--- src/rtl/irq_arbiter_pkg.sv ---
// Shared definitions for the interrupt arbiter: FSM encoding, register map and status layout.
package irq_arbiter_pkg;

    localparam int unsigned ID_W   = 4;
    localparam int unsigned DATA_W = 32;
    localparam int unsigned ADDR_W = 2;

    typedef enum logic [1:0] {
        ST_IDLE    = 2'd0,
        ST_REQ     = 2'd1,
        ST_SERVICE = 2'd2
    } state_t;

    localparam logic [ADDR_W-1:0] ADDR_PEND   = 2'd0;
    localparam logic [ADDR_W-1:0] ADDR_MASK   = 2'd1;
    localparam logic [ADDR_W-1:0] ADDR_MODE   = 2'd2;
    localparam logic [ADDR_W-1:0] ADDR_STATUS = 2'd3;

    typedef struct packed {
        logic [1:0]      state;
        logic [ID_W-1:0] id;
    } status_t;

endpackage

--- src/rtl/irq_prio_sel.sv ---
// Combinational selector: first eligible source found scanning upward from start (or from 0 in fixed mode).
module irq_prio_sel
    import irq_arbiter_pkg::*;
#(
    parameter int unsigned N = 8
) (
    input  logic [N-1:0]    eligible,
    input  logic [ID_W-1:0] start,
    input  logic            mode,
    output logic [ID_W-1:0] winner,
    output logic            any
);

    logic [ID_W:0]   idx;
    logic [ID_W-1:0] base;
    logic [N-1:0]    shifted;
    logic            found;

    // Modular scan; idx is one bit wider so base + i never overflows before the wrap.
    always_comb begin
        winner  = '0;
        found   = 1'b0;
        idx     = '0;
        shifted = '0;
        base    = mode ? start : '0;
        for (int i = 0; i < N; i++) begin
            idx = (ID_W + 1)'(base) + (ID_W + 1)'(i);
            if (idx >= (ID_W + 1)'(N)) begin
                idx = idx - (ID_W + 1)'(N);
            end
            shifted = eligible >> idx;
            if (!found && shifted[0]) begin
                winner = idx[ID_W-1:0];
                found  = 1'b1;
            end
        end
        any = |eligible;
    end

endmodule

--- src/rtl/irq_arbiter.sv ---
// Interrupt arbiter: edge-latched pending bits, mask/mode registers, and a single-level REQ/SERVICE handshake to the CPU.
module irq_arbiter
    import irq_arbiter_pkg::*;
#(
    parameter int unsigned N = 8
) (
    input  logic              clk,
    input  logic              rst,
    input  logic [N-1:0]      irq_src,
    input  logic              cfg_we,
    input  logic [ADDR_W-1:0] cfg_addr,
    input  logic [DATA_W-1:0] cfg_wdata,
    output logic [DATA_W-1:0] cfg_rdata,
    input  logic              inta,
    input  logic              eret,
    output logic              int_out,
    output logic [ID_W-1:0]   irq_id
);

    state_t          state;
    state_t          state_next;
    logic [N-1:0]    prev;
    logic [N-1:0]    pend;
    logic [N-1:0]    pend_next;
    logic [N-1:0]    mask;
    logic [N-1:0]    rise;
    logic [N-1:0]    w1c;
    logic [N-1:0]    eligible;
    logic [N-1:0]    id_onehot;
    logic            mode;
    logic [ID_W-1:0] last;
    logic [ID_W-1:0] rr_start;
    logic [ID_W-1:0] winner;
    logic            any;
    logic            cur_live;
    logic            int_next;
    logic            id_load;
    logic            ack;
    status_t         status;
    logic            unused_wdata;

    assign unused_wdata = ^cfg_wdata[DATA_W-1:N];

    assign rise      = irq_src & ~prev;
    assign eligible  = pend & mask;
    assign id_onehot = N'(1) << irq_id;
    assign cur_live  = |(eligible & id_onehot);
    assign rr_start  = (last == ID_W'(N - 1)) ? '0 : last + ID_W'(1);
    assign w1c       = (cfg_we && cfg_addr == ADDR_PEND) ? cfg_wdata[N-1:0] : '0;

    irq_prio_sel #(.N(N)) u_sel (
        .eligible (eligible),
        .start    (rr_start),
        .mode     (mode),
        .winner   (winner),
        .any      (any)
    );

    // Rises win over W1C; the acknowledge clear wins over everything for the granted bit.
    always_comb begin
        pend_next = (pend & ~w1c) | rise;
        if (ack) begin
            pend_next = pend_next & ~id_onehot;
        end
    end

    always_ff @(posedge clk or posedge rst) begin
        if (rst) begin
            state <= ST_IDLE;
        end else begin
            state <= state_next;
        end
    end

    // inta takes precedence over a same-cycle withdrawal.
    always_comb begin
        state_next = state;
        int_next   = 1'b0;
        id_load    = 1'b0;
        ack        = 1'b0;
        case (state)
            ST_IDLE: begin
                if (any) begin
                    state_next = ST_REQ;
                    int_next   = 1'b1;
                    id_load    = 1'b1;
                end
            end
            ST_REQ: begin
                if (inta) begin
                    state_next = ST_SERVICE;
                    ack        = 1'b1;
                end else if (!cur_live) begin
                    state_next = ST_IDLE;
                end else begin
                    int_next = 1'b1;
                end
            end
            ST_SERVICE: begin
                if (eret) begin
                    state_next = ST_IDLE;
                end
            end
            default: state_next = ST_IDLE;
        endcase
    end

    always_ff @(posedge clk or posedge rst) begin
        if (rst) begin
            prev    <= '0;
            pend    <= '0;
            mask    <= '0;
            mode    <= 1'b0;
            last    <= ID_W'(N - 1);
            irq_id  <= '0;
            int_out <= 1'b0;
        end else begin
            prev    <= irq_src;
            pend    <= pend_next;
            int_out <= int_next;
            if (cfg_we && cfg_addr == ADDR_MASK) begin
                mask <= cfg_wdata[N-1:0];
            end
            if (cfg_we && cfg_addr == ADDR_MODE) begin
                mode <= cfg_wdata[0];
            end
            if (id_load) begin
                irq_id <= winner;
            end
            if (ack) begin
                last <= irq_id;
            end
        end
    end

    always_comb begin
        status.state = state;
        status.id    = irq_id;
        case (cfg_addr)
            ADDR_PEND: cfg_rdata = DATA_W'(pend);
            ADDR_MASK: cfg_rdata = DATA_W'(mask);
            ADDR_MODE: cfg_rdata = DATA_W'(mode);
            default:   cfg_rdata = DATA_W'(status);
        endcase
    end

endmodule

--- config.mk ---
export PLATFORM = sky130hd
export DESIGN_NAME = irq_arbiter
export DESIGN_NICKNAME = d
export VERILOG_FILES = /design/src/rtl/irq_arbiter_pkg.sv /design/src/rtl/irq_prio_sel.sv /design/src/rtl/irq_arbiter.sv
export SDC_FILE = /design/constraint.sdc
export NUM_CORES = 1
export LEC_CHECK = 0
export CELL_PAD_IN_SITES_DETAIL_PLACEMENT = 2
export CELL_PAD_IN_SITES_GLOBAL_PLACEMENT = 2
export CORE_MARGIN = 10
export CORE_UTILIZATION = 33
export CTS_CLUSTER_SIZE = 10
export DETAILED_ROUTE_END_ITERATION = 8
export GPL_TIMING_DRIVEN = 0
export PLACE_DENSITY_LB_ADDON = 0.1
export SLEW_MARGIN = 20
export SYNTH_ARGS = -nofsm -noshare
export SYNTH_HDL_FRONTEND = slang
export SYNTH_SLANG_ARGS = --single-unit
export TNS_END_PERCENT = 10
--- constraint.sdc ---
create_clock -name clk -period 6.9 [get_ports clk]
set_input_delay 1.38 -clock clk [delete_from_list [all_inputs] [get_ports clk]]
set_output_delay 1.38 -clock clk [all_outputs]
set_load 0.005 [all_outputs]
==> impl_metrics.py <==
metrics = {
    "floorplan": {
        "core.rowCount": 37,
        "core_sq_mm": 0.01042,
        "die_x_um": 123.9,
        "pin_count": 84,
        "start_util_pct": 34.22,
        "dieArea_sq_mm": 0.01536,
        "die_h_um": 123.9,
    },
    "clock_network": {
        "clock-root-buffer": "clkbuf_8",
        "cts_buffers": 5,
        "cts_num_sinks": 36,
        "cts_resized": 0,
        "clock_path_buffers": 2,
        "cts_setup_buffers": 0,
        "hold_buffers": 0,
        "cts_tree": "built",
        "clk_latency_ns": 0.29,
        "ctsHtreeMaxLevel": 2,
        "clk_pin_slew_ns": 0.08,
    },
    "layout": {
        "design_area_sq_mm": 0.004285,
        "final_common_cell": "nand2_1",
        "final_nets": 531,
        "syn_to_final_growth_pct": 20.22,
        "drive_above_1_share_pct": 19.70,
        "final_cell_mix": "50 x nand2_1, 33 x clkdlybuf4s50_1, 33 x dfrtp_1, 26 x a21oi_1, 25 x buf_4",
        "diodes": 0,
    },
    "placed_design": {
        "place_ws_ns": 1.854,
        "io_buffers": 33,
        "routabilityCongestion": 0.8234,
        "hpwl_mm": 9.764,
        "placed_area_sq_mm": 0.004187,
    },
    "drt": {
        "drc_errors": 0,
        "antenna_left": 0,
        "drtIter0Drc": 145,
        "drt-wirelength-per-cell_um": 20.62,
        "vias": 3271,
        "via_per_inst": 5.425,
        "dr.pass1.iters": 4,
        "wl_mm": 12.44,
    },
    "synthesis": {
        "ys_types": 76,
        "ys_seq_area_share_pct": 25.38,
        "async_reset_ff_share_pct": 100.0,
        "synth-main-ff-cell": "dfrtp_1",
        "synth_edf_count": 0,
        "syn_area_sq_mm": 0.003565,
        "synth.avg_cell_area_sq_um": 8.867,
        "ys_ff_latch": 36,
        "syn_inst": 402,
        "yosys_warnings": 0,
    },
    "worst_setup_path": {
        "critPathSlowestCell": "dfstp_2",
        "arrival_ns": 5.26,
        "slowest_delay_ns": 0.63,
        "cp_common_cell": "ha_1",
        "path_max_fanout": 12,
        "path_cells": "ha_1 > buf_6 > xor2_2 > and2_1 > buf_2 > ha_1 > clkbuf_1 > and3_1 > xnor2_1 > ha_1 > nand2_1 > a221o_1 > o221ai_1 > mux2i_1 > a31oi_4 > nand4b_2 > nor2_2 > nor3_1 > o31ai_1",
        "cp-end-kind": "flop",
        "worstSetupPathType": "flop to flop",
        "startpoint_type": "flop",
        "critical_path_required_ns": 7.10,
    },
    "global_route": {
        "track_usage_pct": 16.83,
        "grt_overflow": 0,
        "grt_pass1_vias": 3769,
        "grt_max_degree": 20,
        "antenna_found_initial": 0,
        "grt_pass1_wl_mm": 20.56,
    },
    "timing": {
        "skew_ns": 0.01195,
        "holdWs_ns": 0.5432,
        "tightest_slew_ns": 0.8444,
        "maxSlewViolCount": 0,
        "slew-limit-headroom_pct": 43.09,
        "finalHoldViolations": 0,
        "period_minus_slack_ns": 5.062,
        "max_freq_mhz": 197.6,
        "setup_viol": 0,
        "rsz0062_at_grt": "no",
        "fin_crit_sh_pct": 73.36,
        "setup_tns_ns": 0,
        "fin_ws_ns": 1.838,
    },
    "power_and_ir_drop": {
        "vdd_drop_max_mv": 0.1155,
        "powerDensity_mw_per_mm2": 394.9,
        "p_leak_nw": 1.786,
        "p_total_mw": 1.692,
    },
    "worst_hold_path": {
        "hp-class": "flop to flop",
    },
    "outcome": {
        "status": "finished, final reports clean",
    },
    "job": {
        "maxCapViolCount": 0,
    },
}
==> cell type report <==
type / count / area (sq um)
plain buffers: 47 / 325.3
clock buffers: 7 / 86.33
clock inverters: 1 / 7.507
fillers: 1198 / 6131
inverters: 10 / 42.54
multi-input cells: 332 / 2391
flip-flops and latches: 36 / 904.6
well taps: 136 / 170.2
repair buffers: 34 / 357.8
==> through the flow <==
step           utilization (%)  cells
2_1_floorplan                -    425
3_3_place_gp             39.86    594
3_5_place_dp             40.19    595
4_1_cts                  41.09    603
5_1_grt                  41.14    603
6_report                 41.14    603
==> path summary, 6_finish.rpt <==
kind,from,end,slack [ns],cells past startpoint
min in group asynchronous,rst,prev[4],1.41,2
max in group asynchronous,rst,last[1],4.97,3
hold / removal,mask[3],mask[3],0.54,1
hold reg to reg,mask[3],mask[3],0.54,1
setup / recovery,last[1],irq_id[0],1.84,19
setup reg to reg,last[1],irq_id[0],1.84,19
==> flip-flops by register name, indices dropped and copies added, names as in the netlist <==
name     flops
last         4
state        2
int_out      1
mode         1
mask         8
pend         8
prev         8
irq_id       4
==> cells by family after synthesis <==
logic type / after synthesis / share of synthesized area, %
other: 1 / 0.1052
buffers and inverters: 57 / 10.32
AND/OR/NAND/NOR: 139 / 20.99
flip-flops: 36 / 25.38
XOR/XNOR: 7 / 2.352
AO/OA/AOI/OAI: 102 / 19.69
adder cells (fa/ha/maj): 18 / 6.318
multiplexers: 42 / 14.85
==> metal layers <==
layer / up-vias / track usage, % / wire length [um]
met4: 0 / 4.245 / 200
met3: 12 / 2.579 / 458
li1: 1563 / - / -
met2: 61 / 30.56 / 6257
met5: - / 0 / 0
met1: 1635 / 20.25 / 5518
==> critical path: cells and delay by family (launching register included) <==
family                     cells  cell delay, ns
muxes                          1            0.18
and+or+nand+nor                6            1.10
AOI/OAI and AO/OA              4            1.02
buffers and inverters          3            0.82
adders and majority gates      3            0.76
DFF                            1            0.63
xor gates and xnor gates       2            0.46
==> synthesized netlist by cell type, types with 3 or more instances <==
master    count  area share (%)
a21oi_1      26             3.7
nor2_1       14             1.5
nor2b_1      14             2.5
buf_4        25             5.3
nand4_1       5            0.88
dfstp_2       3             2.2
a211oi_1      5             1.1
clkbuf_1      8            0.84
and3_1        4            0.70
o221ai_1      7             1.7
nand2b_1      5            0.88
xnor2_1       4            0.98
nand3_1      14             2.0
nand3b_1      5             1.1
a31oi_1       6             1.1
mux2i_1      21             5.9
inv_1         7            0.74
buf_6         4             1.3
o211ai_1      4            0.84
mux2_2       12             3.8
nand2_1      50             5.3
ha_1         18             6.3
buf_2         7            0.98
mux4_2        7             4.4
and2_1        4            0.70
or2_2         3            0.53
o21ai_0      23             3.2
nor3_1        3            0.42
dfrtp_1      33              23
==> where the power goes <==
| part | leakage, nW | internal [mW] | switching, mW | total, mW |
|---|---|---|---|---|
| combinational | 1.33 | 0.496 | 0.702 | 1.20 |
| sequential | 0.413 | 0.271 | 0.0621 | 0.333 |
| clock | 0.0445 | 0.0813 | 0.0805 | 0.162 |
| total | 1.79 | 0.848 | 0.844 | 1.69 |
Note: power is estimated with default switching activity, not from simulation.
